<file path="src/rtl/imem_boot_loader.sv">
`default_nettype none
// ============================================================================
// Module   : imem_boot_loader
// Purpose  : Boot-time loader that copies a program from a byte stream into
//            the byte-addressed instruction memory, verifies an 8-bit
//            checksum, and then releases the core through cpu_run.
// Ports    : clk, rst_n            - clock, asynchronous active-low reset
//            start, load_len       - begin a load of load_len program bytes
//            abort                 - return to IDLE from any state
//            s_valid/s_data/s_ready- incoming byte stream handshake
//            mem_we/mem_waddr/mem_wdata - instruction memory byte write port
//            cpu_run               - core enable (PC held at 0 while low)
//            busy, done, error     - status (done is a one-cycle pulse)
// Revision : 1.0 - initial release
// ============================================================================
module imem_boot_loader #(
    parameter int MEM_BYTES = 100,
    parameter int LEN_W     = 16
) (
    input  logic             clk,
    input  logic             rst_n,
    input  logic             start,
    input  logic [LEN_W-1:0] load_len,
    input  logic             abort,
    input  logic             s_valid,
    input  logic [7:0]       s_data,
    output logic             s_ready,
    output logic             mem_we,
    output logic [31:0]      mem_waddr,
    output logic [7:0]       mem_wdata,
    output logic             cpu_run,
    output logic             busy,
    output logic             done,
    output logic             error
);

    localparam logic [2:0] c_IDLE  = 3'd0;
    localparam logic [2:0] c_LOAD  = 3'd1;
    localparam logic [2:0] c_CHECK = 3'd2;
    localparam logic [2:0] c_RUN   = 3'd3;
    localparam logic [2:0] c_ERROR = 3'd4;

    localparam logic [LEN_W-1:0] c_MEM_BYTES = LEN_W'(MEM_BYTES);
    localparam logic [LEN_W-1:0] c_ONE       = LEN_W'(1);

    logic [2:0]       r_state;
    logic [LEN_W-1:0] r_count;
    logic [LEN_W-1:0] r_len;
    logic [7:0]       r_sum;

    logic [2:0]       w_state;
    logic [LEN_W-1:0] w_count;
    logic [LEN_W-1:0] w_len;
    logic [7:0]       w_sum;
    logic             w_we;
    logic [31:0]      w_waddr;
    logic [7:0]       w_wdata;
    logic             w_done;
    logic             w_hs;
    logic             w_len_bad;
    logic [7:0]       w_sum_chk;

    // s_ready is itself registered from the state, so the handshake reflects
    // what the block advertised during this cycle.
    assign w_hs      = s_valid && s_ready;
    assign w_len_bad = (load_len == '0) || (load_len > c_MEM_BYTES);
    assign w_sum_chk = r_sum + s_data;

    always_comb begin
        w_state = r_state;
        w_count = r_count;
        w_len   = r_len;
        w_sum   = r_sum;
        w_we    = 1'b0;
        w_waddr = mem_waddr;
        w_wdata = mem_wdata;
        w_done  = 1'b0;

        if (abort) begin
            // Abort outranks everything, including start and a pending write.
            w_state = c_IDLE;
        end else begin
            case (r_state)
                c_IDLE, c_RUN, c_ERROR: begin
                    if (start) begin
                        if (w_len_bad) begin
                            w_state = c_ERROR;
                        end else begin
                            w_state = c_LOAD;
                            w_count = '0;
                            w_sum   = '0;
                            w_len   = load_len;
                        end
                    end
                end
                c_LOAD: begin
                    if (w_hs) begin
                        w_we    = 1'b1;
                        w_waddr = {{(32-LEN_W){1'b0}}, r_count};
                        w_wdata = s_data;
                        w_count = r_count + c_ONE;
                        w_sum   = w_sum_chk;
                        if (r_count == r_len - c_ONE) begin
                            w_state = c_CHECK;
                        end
                    end
                end
                c_CHECK: begin
                    // The checksum byte only feeds the compare; it is never written.
                    if (w_hs) begin
                        if (w_sum_chk == 8'h00) begin
                            w_state = c_RUN;
                            w_done  = 1'b1;
                        end else begin
                            w_state = c_ERROR;
                        end
                    end
                end
                default: w_state = c_IDLE;
            endcase
        end
    end

    always_ff @(posedge clk or negedge rst_n) begin
        if (!rst_n) begin
            r_state   <= c_IDLE;
            r_count   <= '0;
            r_len     <= '0;
            r_sum     <= '0;
            s_ready   <= 1'b0;
            mem_we    <= 1'b0;
            mem_waddr <= '0;
            mem_wdata <= '0;
            cpu_run   <= 1'b0;
            busy      <= 1'b0;
            done      <= 1'b0;
            error     <= 1'b0;
        end else begin
            r_state   <= w_state;
            r_count   <= w_count;
            r_len     <= w_len;
            r_sum     <= w_sum;
            mem_we    <= w_we;
            mem_waddr <= w_waddr;
            mem_wdata <= w_wdata;
            done      <= w_done;
            // Status outputs are decoded from the next state so they line up
            // with the state they describe.
            s_ready   <= (w_state == c_LOAD) || (w_state == c_CHECK);
            busy      <= (w_state == c_LOAD) || (w_state == c_CHECK);
            cpu_run   <= (w_state == c_RUN);
            error     <= (w_state == c_ERROR);
        end
    end

endmodule
`default_nettype wire

</file>
<file path="config.mk">
export PLATFORM = sky130hd
export DESIGN_NAME = imem_boot_loader
export DESIGN_NICKNAME = d
export VERILOG_FILES = /design/src/rtl/imem_boot_loader.sv
export SDC_FILE = /design/constraint.sdc
export NUM_CORES = 1
export LEC_CHECK = 0
export BUFFER_PORTS_ARGS = -buffer_cell sky130_fd_sc_hd__buf_2
export CAP_MARGIN = 15
export CORE_MARGIN = 8
export CORE_UTILIZATION = 56
export CTS_CLUSTER_DIAMETER = 120
export DETAILED_ROUTE_END_ITERATION = 8
export PLACE_DENSITY = 0.8
export SLEW_MARGIN = 10
export SYNTH_ARGS = -nofsm -noshare
export SYNTH_HDL_FRONTEND = slang
export SYNTH_SLANG_ARGS = --single-unit
</file>
<file path="constraint.sdc">
create_clock -name clk -period 3.6 [get_ports clk]
set_input_delay 0.54 -clock clk [delete_from_list [all_inputs] [get_ports clk]]
set_output_delay 0.54 -clock clk [all_outputs]
set_load 0.1 [all_outputs]
</file>
-- Word level (Yosys, flattened, before mapping)
Cells that the tools add are included.
- bits in registers: 72
- bits of input ports: 29
- word-level logic and storage cells: 63
- add/subtract/negate cells: 3
- magnitude comparators: 1
- equal/unequal tests: 12
- muxes and demuxes: 23
- bitwise gates (word level): 2
- reductions and logical operators: 11
- operators by type and width (operator ; count):
    two-way mux 16 bit ; 3
    one-hot mux 16 bit (2 select lines) ; 1
    two-way mux 8 bit ; 3
    two-way mux 3 bit ; 7
    adder 16 x 1 -> 16 bit (second input constant) ; 1
    == test 16 bit ; 1
    > comparator 16 x 7 -> 1 bit (second input constant) ; 1
    logical NOT 16 bit ; 1
    one-hot mux 8 bit (2 select lines) ; 1
    subtractor 16 x 1 -> 16 bit (second input constant) ; 1
    == test 3 x 2 -> 1 bit (second input constant) ; 4
    one-hot mux 3 bit (3 select lines) ; 1
    adder 8 bit ; 1
    logical NOT 8 bit ; 1
    two-way mux 1 bit ; 7
    == test 3 x 1 -> 1 bit (second input constant) ; 2
    == test 3 bit (second input constant) ; 2
    != test 2 bit (second input constant) ; 3
    AND reduction 5 bit ; 1
    AND reduction 4 bit ; 1
    logical NOT 3 bit ; 1
    AND reduction 3 bit ; 1
    OR reduction 3 bit ; 1
    logical OR 1 bit ; 2
    other kinds (3) ; 4

-- Depth between registers and ports, before layout
Gate-level depths: netlist of the first run.
- depth after elaboration: 8
- depth in mapped cells: 9
- depth with buffers taken out: 9

-- Worst setup path after synthesis of the first run
No wires, ideal clock.
- path type: input to register
- start point: input port s_data[0]
- end point: register busy
- setup time: 0.065 ns
- arrival: 2.721 ns
- required time: 3.535 ns
- setup slack: 0.814 ns
- cell stages on the path: 9
- path buffers: 0
- path through: ha_1 > fa_1 > a211oi_1 > o21bai_1 > a221oi_1 > nand4_1 > a2111oi_0 > o311ai_0 > o21ba_1
- word-level cells in the longest chain between the ends: 8
- elaborated cells between the ends (all ways): 9
- classes of those cells: add/sub (1); eq/ne (2); mux (4); reduce/logical (2)
- ends and longest elaborated chain (element ; line ; text):
    from (decl) ; 26 ; input logic [7:0] s_data,
    adder 8 bit * ; 67 ; assign w_sum_chk = r_sum + s_data;
    logical NOT 8 bit * ; 111 ; if (w_sum_chk == 8'h00) begin
    two-way mux 3 bit * ; 111 ;
    two-way mux 3 bit * ; 110 ; if (w_hs) begin
    one-hot mux 3 bit (3 select lines) * ; 83 ; case (r_state)
    two-way mux 3 bit * ; 79 ; if (abort) begin
    == test 3 x 1 -> 1 bit / == test 3 x 2 -> 1 bit (equally long branches) ; 150 ; busy <= (w_state == c_LOAD) || (w_state == c_CHECK);
    logical OR 1 bit * ; 150 ;
    to (signal assigned) ; 150 ;
    to (decl) ; 32 ; output logic busy,
Every way passes the cells marked *; elsewhere a longest branch is shown, timed or not.
A chain may end at the register's enable or synchronous reset.

-- Worst setup path after layout of the first run
- start point: register r_sum[0]
- end point: register busy
- word-level cells in the longest chain between the ends: 8
- elaborated cells between the ends (all ways): 9
- classes of those cells: add/sub (1); eq/ne (2); mux (4); reduce/logical (2)
- ends and longest elaborated chain (element ; line ; text):
    from (decl) ; 49 ; logic [7:0] r_sum;
    from (signal assigned) ; 142 ; r_sum <= w_sum;
    adder 8 bit * ; 67 ;
    logical NOT 8 bit * ; 111 ;
    two-way mux 3 bit * ; 111 ;
    two-way mux 3 bit * ; 110 ;
    one-hot mux 3 bit (3 select lines) * ; 83 ;
    two-way mux 3 bit * ; 79 ;
    == test 3 x 1 -> 1 bit / == test 3 x 2 -> 1 bit (equally long branches) ; 150 ;
    logical OR 1 bit * ; 150 ;
Marked as above.

==> flow_metrics.tcl, run 1 <==
set metrics [dict create \
    status "completed" \
    crit_required_ns 3.89 \
    fp-row-count 31 \
    vias 3610 \
    htree_levels 3 \
    synth_area_sq_um 4160 \
    cp-end-kind "register" \
    start_kind "register" \
    ctsHoldBuffers 0 \
    max_freq_ghz 0.311 \
    grt_pass1_wl_um 16600 \
    area_growth_pct 12.1 \
    drcViolationCount 0 \
    r2r-end "busy" \
    hp-class "in2async" \
    power_mw 1.68 \
    finalCriticalPeriod_ns 3.22 \
    yosysWarnings 0 \
    core_sq_um 7210 \
    ys_seq_area_share_pct 43.3 \
    worst-path-max-fanout 5 \
    dp.cells 613 \
    totalWireLength_um 9980 \
    netlist_instances 475 \
    synth.distinct_cells 64 \
    drv_slew 0 \
    cts_resized 0 \
    maxCapViolCount 0 \
    root_buffer "clkbuf_8" \
    antennaDiodeCount 0 \
    dr.pass1.iters 5 \
    nets 564 \
    layout-drive-gt1-share_pct 16.8 \
    hold_violations 0 \
    cts.sinks 72 \
    first_global_vias 3611 \
    finClkSkew_ns 0.00791 \
    synth_ff_type "dfrtp_1" \
    wire_per_inst_um 15.9 \
    place_ws_ns 0.282 \
    io-pin-count 75 \
    layout_setup_ws_ns 0.383 \
    slowest_stage "a2111oi_0" \
    ys_ff_latch 72 \
    start_util_pct 57.7 \
    final-setup-viol-count 0 \
    cellLeakagePower_nw 2.30 \
    routed_via_density 5.74 \
    place.gp.congestion 0.915 \
    die_h_um 102 \
    fin_cells 629 \
    r2r_start "r_sum[0]" \
    fp.dieW_um 102 \
    cts_buffer_depth 2 \
    postSynth.asyncResetShare_pct 100 \
    critical_path_class "reg2reg" \
    cts_buffers 9 \
    r2r_cells 9 \
    rsz0062_at_grt "false" \
    grt_use_total_pct 20.2 \
    antenna_found_initial 0 \
    period_share_pct 89.4 \
    cts_tree "yes" \
    ant_nets 0 \
    dp_hpwl_um 7100 \
    fill_cells 605 \
    crit_path_cell_trace "ha_1 -> fa_1 -> a211oi_1 -> o21bai_1 -> a221oi_1 -> nand4_1 -> a2111oi_0 -> o311ai_0 -> o21ba_1" \
    r2r_slack_ns 0.38 \
    grt_max_degree 73 \
    irDropWorstVdd_mv 0.261 \
    post-route-util_pct 64.7 \
    overflow 0 \
    drt_iter0_markers 210 \
    clk_latency_ns 0.35 \
    powerDensity_nw_per_um2 361 \
    place_area_sq_um 4440 \
    slowest_delay_ns 0.54 \
    die-area_sq_um 10400 \
    post-cts-setup-buffers 0 \
    hold-worst-slack_ns 0.390 \
    tns_ns 0 \
    path_clk_slew_ns 0.08 \
    crit_arrival_ns 3.51 \
    slew-limit-headroom_pct 39.4 \
    io_buffers 58 \
    max_slew.worst_pin.slew_ns 0.908 \
    fin_area_sq_um 4660 \
    synth-edff-count 0 \
    syn_area_per_cell_sq_um 8.76 \
]
==> state kept, by name, summed over array words and instances (netlist names) <==
signal	flops
mem_wdata	8
error	1
busy	1
done	1
mem_waddr	16
mem_we	1
r_sum	8
cpu_run	1
r_len	16
r_count	16
r_state	3
==> report_power, final <==
group	switching, mW	internal (mW)	total, mW
clock network	0.318	0.394	0.712
registers	0.00359	0.811	0.815
logic	0.126	0.0295	0.156
total	0.448	1.23	1.68
==> worst max-delay path by stage <==
| stage | from | end | slack, ns | depth (start not counted) |
|---|---|---|---|---|
| after CTS | r_sum[0] | busy | 0.41 | 9 |
| after floorplan | s_data[0] | busy | 0.81 | 9 |
| after global routing | r_sum[0] | busy | 0.25 | 9 |
| final | r_sum[0] | busy | 0.38 | 9 |
| after detailed placement | s_data[0] | busy | 0.28 | 10 |
| after global placement | s_data[0] | busy | 0.47 | 10 |
==> kinds of logic after synthesis <==
logic type | after synthesis | synth area share [%]
AND/OR/NAND/NOR | 229 | 26.4
buffers and inverters | 48 | 6.31
multiplexers | 3 | 0.721
AO/OA/AOI/OAI | 92 | 15.8
XOR/XNOR | 20 | 4.21
other | 1 | 0.0901
flip-flops | 72 | 43.3
adder cells (fa/ha/maj) | 10 | 3.19
==> Yosys cell counts, types with 4 or more instances <==
cell,n,area (sq um)
nor2b_1,7,43.8
clkbuf_1,13,48.8
inv_1,10,37.5
xnor2_1,14,123
xor2_1,6,52.6
buf_4,17,128
or3_1,7,43.8
ha_1,9,113
and3_1,7,43.8
nand2_1,109,409
dfrtp_1,72,1800
and2_1,11,68.8
nor3b_1,4,30.0
o21bai_1,4,30.0
a211oi_1,5,37.5
nand2b_1,5,31.3
o211ai_1,4,30.0
nor3_1,12,60.1
nand4_1,4,25.0
a21oi_1,11,55.1
nor4_1,9,56.3
o21ai_0,25,125
nand3_1,14,70.1
o31ai_1,4,30.0
nor2_1,27,101
==> cells in the final DEF (no fill, tap or decap), types with 9 or more instances in the layout <==
cell type | netlist | routed
buf_2 | 3 | 58
nor4_1 | 9 | 9
conb_1 | 1 | 16
inv_1 | 10 | 10
and2_1 | 11 | 11
o21ai_0 | 25 | 25
a21oi_1 | 11 | 11
nor2_1 | 27 | 27
clkbuf_8 | 0 | 9
ha_1 | 9 | 9
nand3_1 | 14 | 14
dfrtp_1 | 72 | 72
xnor2_1 | 14 | 14
nor3_1 | 12 | 12
nand2_1 | 109 | 109
==> final cells by class <==
class	instances	area, sq um	share of cell area (%)
multi-input combinational	370	2160	46.3
sequential	72	1800	38.6
timing repair buffer	62	320	6.87
clock buffer	10	128	2.74
tap	99	124	2.66
clock inverter	6	92.6	1.98
inverter	10	37.5	0.805
==> metal layers <==
| metal | global-route usage, % | up-vias | wire length [um] |
|---|---|---|---|
| met2 | 33.4 | 118 | 4920 |
| met5 | 0 | - | 0 |
| met3 | 4.09 | 24 | 576 |
| met1 | 24.5 | 1739 | 4230 |
| met4 | 10.2 | 0 | 254 |
| li1 | - | 1729 | - |
==> critical path: cells and delay by family, from the launching register on <==
| kind | cells | cell delay (ns) |
|---|---|---|
| AOI/OAI and AO/OA | 6 | 1.83 |
| adders and majority gates | 2 | 0.65 |
| and+or+nand+nor | 1 | 0.28 |
| DFF | 1 | 0.40 |
Note: power is estimated with default switching activity, not from simulation.
==> inputs of run 2 (changes only) <==
Settings changed: ABC_AREA set to 1.
==> run 2 against run 1 <==
Worst hold slack worse by 0.22 ns. Core utilization shrank 1.9 points. Power is 0.50% higher. Wire length decreased by 3.1%. Combinational power rose by 39%. First-iteration DRC count is 14% lower. Via count is 1.1% higher. Cell count grew 14%. Clock power decreased by 8.7%. Critical path type unchanged. Clock skew about the same. Largest cell class unchanged. Area after synthesis up 2.6%.
==> flow_metrics.tcl, run 2 <==
set metrics [dict create \
    status "completed" \
    rsz0062_at_grt "false" \
    die_h_um 103 \
    wire_per_inst_um 13.6 \
    hp-class "in2async" \
    yosysMostFrequentCell "nand2_1" \
    slowest_stage "nor3_4" \
    yosysTopAreaCell "dfrtp_1" \
    ys_seq_area_share_pct 42.2 \
    place.gp.congestion 0.887 \
    vias 3648 \
    layout-drive-gt1-share_pct 16.7 \
    overflow 0 \
    period_share_pct 72.3 \
    ant_nets 0 \
    post-cts-setup-buffers 0 \
    dp_hpwl_um 7490 \
    crit_path_cell_trace "nor3_4 -> inv_4 -> nor2_2 -> o21bai_2 -> nand2_4 -> nor2_4 -> inv_2 -> nand2_1 -> o21ai_1" \
    tns_ns 0 \
    root_buffer "clkbuf_8" \
    grt_use_total_pct 19.0 \
    synth_top_family_by_area "simple AND/OR/NAND/NOR gates" \
    drcViolationCount 0 \
    drt_iter0_markers 180 \
    cp-end-kind "register" \
    ctsHoldBuffers 0 \
    ys_ff_latch 72 \
    cts_buffer_depth 2 \
    first_global_vias 3586 \
    synth_xor_xnor_area_share_pct 5.53 \
    totalWireLength_um 9680 \
    power_mw 1.69 \
    critical_path_class "reg2reg" \
    irDropWorstVdd_mv 0.183 \
    cts_tree "yes" \
    dr.pass1.iters 4 \
    synthTopCellsByArea "dfrtp_1 42%, nand2_1 15%, inv_1 4.9%" \
    yosys-mux-area-fraction_pct 0.791 \
    die-area_sq_um 10700 \
    reg_top3 "mem_waddr: 16 flops, r_count: 16 flops, r_len: 16 flops" \
    synth_compound_area_share_pct 8.26 \
    postSynth.asyncResetShare_pct 100 \
    netlist_top_cells_count "167 x nand2_1, 72 x dfrtp_1, 56 x inv_1, 46 x nor2_1, 29 x nand3_1" \
    slew-limit-headroom_pct 54.5 \
    cellLeakagePower_nw 2.80 \
    clk_latency_ns 0.35 \
    synth.distinct_cells 46 \
    fp.dieW_um 103 \
    r2r_start "r_state[1]" \
    synth_area_sq_um 4270 \
    synth_top_cell_area_share_pct 42.2 \
    yosysWarnings 0 \
    synth-simple-area-share_pct 29.5 \
    synth-edff-count 0 \
    max_freq_ghz 0.384 \
    max_slew.worst_pin.slew_ns 0.680 \
    path_clk_slew_ns 0.08 \
    r2r-end "mem_waddr[2]" \
    r2r_slack_ns 1.0 \
    start_kind "register" \
    r2r_cells 9 \
    hold_violations 0 \
    cts.sinks 72 \
    htree_levels 3 \
    netlist_instances 552 \
    dp.cells 698 \
    cts_resized 0 \
    grt_pass1_wl_um 16100 \
    syn_area_per_cell_sq_um 7.74 \
    final_common_cell "nand2_1" \
    finClkSkew_ns 0.00799 \
    fp-row-count 32 \
    crit_arrival_ns 2.82 \
    synth_ff_type "dfrtp_1" \
    io-pin-count 75 \
    cts_buffers 9 \
    powerDensity_nw_per_um2 356 \
    area_growth_pct 11.1 \
    io_buffers 58 \
    fin_cells 714 \
    grt_max_degree 36 \
    routed_via_density 5.11 \
    start_util_pct 56.5 \
    worst-path-max-fanout 35 \
    crit_required_ns 3.81 \
    antennaDiodeCount 0 \
    finalCriticalPeriod_ns 2.60 \
    synthAdderAreaFrac_pct 3.10 \
    final-setup-viol-count 0 \
    drv_slew 0 \
    final_cell_mix "167 x nand2_1, 72 x dfrtp_1, 58 x buf_2, 56 x inv_1, 46 x nor2_1" \
    nets 646 \
    slowest_delay_ns 0.44 \
    maxCapViolCount 0 \
    antenna_found_initial 0 \
    core_sq_um 7570 \
]
## run 2: how the worst max path moves through the flow
stage / from / to / slack [ns] / depth (start not counted)
after global placement: load_len[7] / mem_waddr[15] / 0.92 / 10
after detailed placement: load_len[7] / mem_waddr[2] / 0.84 / 10
final: r_state[1] / mem_waddr[2] / 1.0 / 9
after global routing: r_state[1] / mem_waddr[2] / 0.71 / 9
after CTS: r_state[1] / mem_waddr[2] / 0.96 / 9
after floorplan: s_data[0] / busy / 1.45 / 14
## run 2: kinds of logic (layout without fill, tap and decap cells)
| family | after synthesis | in the layout |
|---|---|---|
| compound gates | 59 | 59 |
| other cells | 1 | 16 |
| xor+xnor | 27 | 27 |
| simple gates | 287 | 287 |
| flops | 72 | 72 |
| buf+inv | 93 | 138 |
| mux | 3 | 3 |
| fa+ha+maj | 10 | 10 |
## run 2: cell type report
class / count / area (sq um)
fillers: 701 / 2820
clock inverters: 5 / 56.3
inverters: 62 / 236
flip-flops and latches: 72 / 1800
clock buffers: 11 / 141
multi-input cells: 402 / 2080
repair buffers: 60 / 305
well taps: 102 / 128
## run 2: per-stage QoR
stage | worst slack, ns | hold slack (ns) | cell area, sq um | util (%)
2_1_floorplan | 1.45 | 0.244 | 4330 | -
3_3_place_gp | 0.925 | 0.450 | 4550 | 60.1
3_5_place_dp | 0.836 | 0.457 | 4550 | 60.1
4_1_cts | 0.963 | 0.181 | 4750 | 62.7
5_1_grt | 0.711 | 0.216 | 4750 | 62.7
6_report | 0.997 | 0.169 | 4750 | 62.7
## run 2: power by group
group,switching (mW),internal [mW],total (mW)
combinational,0.167,0.0496,0.217
clock,0.312,0.338,0.650
sequential,0.00920,0.815,0.824
total,0.488,1.20,1.69
## run 2: worst max-delay path: cells and delay by family, from the launching register on
kind / cells / cell delay (ns)
AOI/OAI and AO/OA: 2 / 0.22
buffers and inverters: 2 / 0.48
DFF: 1 / 0.43
and+or+nand+nor: 5 / 1.33
## run 2: routing by layer
metal	vias to the layer above	share of wire, %	track usage (%)
met4	0	1.8	7.23
met2	107	49	32.4
met1	1700	43	23.5
met5	-	0	0
met3	16	6.0	3.08
li1	1825	-	-
==> inputs of run 3 (changes only) <==
Settings changed: ABC_AREA 1 to 0, CORE_UTILIZATION 56 to 51, PLACE_DENSITY 0.8 to 0.77.
Clock period 3.6 ns to 2.09 ns, I/O delays scaled along.
==> run 3 against run 2 <==
The run now ends with setup timing left. Largest power group unchanged. Sequential power increased by 70%. Via count increased by 6.8%. First-iteration DRC count increased by 17%. Non-clock buffer count increased by 78. Highest routed layer unchanged.
==> flow_metrics.tcl, run 3 (synthesis results as in run 1) <==
set metrics [dict create \
    maxCapViolCount 0 \
    grt_pass1_wl_um 18500 \
    r2r_slack_ns -0.52 \
    fin_area_sq_um 5310 \
    cts.sinks 72 \
    fp.dieW_um 106 \
    cellLeakagePower_nw 2.68 \
    max_slew.worst_pin.slew_ns 0.518 \
    r2r_start "r_sum[0]" \
    finClkSkew_ns 0.0123 \
    layout-drive-gt1-share_pct 29.2 \
    failed_checks "setup timing" \
    area_growth_pct 27.4 \
    crit_required_ns 2.33 \
    cp-end-kind "register" \
    start_kind "register" \
    slowest_delay_ns 0.40 \
    period_share_pct 125 \
    antenna_found_initial 0 \
    drt_iter0_markers 211 \
    r2r-end "busy" \
    final-setup-viol-count 7 \
    critical_path_class "reg2reg" \
    place.gp.congestion 0.917 \
    start_util_pct 51.7 \
    crit_start "r_sum[0]" \
    slew-limit-headroom_pct 65.7 \
    cts_tree "yes" \
    crit_path_cell_trace "ha_2 -> fa_2 -> a211oi_4 -> o21bai_1 -> a221oi_2 -> nand4_1 -> buf_4 -> a21oi_2 -> o21ba_4 -> o21ba_1" \
    io_buffers 58 \
    final_common_cell "nand2_1" \
    die-area_sq_um 11300 \
    fp-row-count 33 \
    worst-path-buf-inv 1 \
    first_global_vias 3994 \
    dr.pass1.iters 5 \
    clk_latency_ns 0.36 \
    worst-path-max-fanout 4 \
    slowest_stage "dfrtp_1" \
    hold_violations 0 \
    powerDensity_nw_per_um2 523 \
    max_freq_ghz 0.383 \
    fill_cells 680 \
    layout_setup_ws_ns -0.524 \
    path_clk_slew_ns 0.09 \
    root_buffer "clkbuf_8" \
    routed_via_density 5.48 \
    drv_slew 0 \
    final_cell_mix "109 x nand2_1, 78 x buf_4, 72 x dfrtp_1, 58 x buf_2" \
    seq_area_sq_um 1800 \
    io-pin-count 75 \
    multi_input_area_sq_um 2240 \
    crit_end "busy" \
    status "finished, violations left" \
    reg_top3 "mem_waddr: 16 flops, r_count: 16 flops, r_len: 16 flops" \
    path_depth 10 \
    irDropWorstVdd_mv 0.338 \
    grt_max_degree 73 \
    totalWireLength_um 11000 \
    core_sq_um 8050 \
    place_area_sq_um 5010 \
    vias 3895 \
    ant_nets 0 \
    antennaDiodeCount 0 \
    cts_buffers 9 \
    grt_use_total_pct 19.9 \
    dp_hpwl_um 8030 \
    die_h_um 106 \
    finalCriticalPeriod_ns 2.61 \
    crit_family "compound AO/OA/AOI/OAI gates" \
    htree_levels 3 \
    cts_buffer_depth 2 \
    place_ws_ns -0.748 \
    nets 640 \
    r2r_cells 10 \
    drcViolationCount 0 \
    hp-class "in2reg" \
    overflow 0 \
    rsz0062_at_grt "true" \
    wire_per_inst_um 15.5 \
    crit_arrival_ns 2.86 \
]
==> run 3: cell count changes in the layout (fill, tap and decap cells not counted), moves of 11 or more <==
cell / before / now
nor2_1: 46 / 25
nand2_1: 167 / 109
o21ai_1: 14 / 2
xor2_1: 20 / 6
nand3_1: 29 / 13
buf_4: 2 / 78
and2_1: 0 / 11
inv_1: 56 / 10
==> run 3: how the worst min path moves through the flow <==
stage	endpoint	start	cells after the start	slack (ns)
global route	mem_wdata[2]	s_data[2]	3	0.16
CTS	mem_wdata[3]	s_data[3]	3	0.15
floorplan	busy	rst_n	0	0.02
finish	mem_wdata[4]	s_data[4]	3	0.16
detailed placement	mem_wdata[5]	rst_n	2	0.37
global placement	mem_wdata[5]	rst_n	2	0.37
==> run 3: worst reg2reg max path, cell delays in order (launching register included) <==
cell and delay [ns]:
dfrtp_1 0.40, ha_2 0.19, fa_2 0.37, a211oi_4 0.23, o21bai_1 0.13, a221oi_2 0.28
nand4_1 0.21, buf_4 0.22, a21oi_2 0.11, o21ba_4 0.17, o21ba_1 0.18
==> run 3: per-layer routing <==
metal  global-route usage [%]  share of wire (%)  up-vias
li1                         -                  -     1890
met1                     23.7                 43     1864
met2                     34.6                 50      122
met3                     4.11                5.0       19
met4                     6.93                1.9        0
met5                        0                  0        -
==> run 3: timing repair <==
item	CTS	global route
endpoints found under the hold margin	25	0
hold buffers	1	0
gates resized for setup	13	3
setup endpoints to repair	7	17
setup buffers	4	1
pin swaps	8	2
==> run 3: area by class of cell <==
class	count	area share, %
inverter	10	0.708
clock inverter	7	1.16
timing repair buffer	138	17.1
multi-input combinational	370	42.3
tap	105	2.48
sequential	72	34.0
clock buffer	9	2.33
==> run 3: metrics by stage <==
step | util (%) | cells | setup TNS [ns] | total power, mW | hold WS, ns
2_1_floorplan | - | 490 | -2.94 | 1.65 | 0.0179
3_3_place_gp | 62.2 | 689 | -4.05 | 1.73 | 0.369
3_5_place_dp | 62.2 | 689 | -6.44 | 1.74 | 0.374
4_1_cts | 65.6 | 710 | -2.28 | 2.80 | 0.150
5_1_grt | 65.9 | 711 | -3.70 | 2.88 | 0.160
6_report | 65.9 | 711 | -2.74 | 2.78 | 0.159
==> run 3: power by group <==
group	leakage, nW	internal, mW	total (mW)	switching (mW)
Sequential	0.988	1.40	1.40	0.00456
Clock	0.0892	0.456	1.06	0.604
Combinational	1.60	0.0848	0.316	0.231
Total	2.68	1.94	2.78	0.839
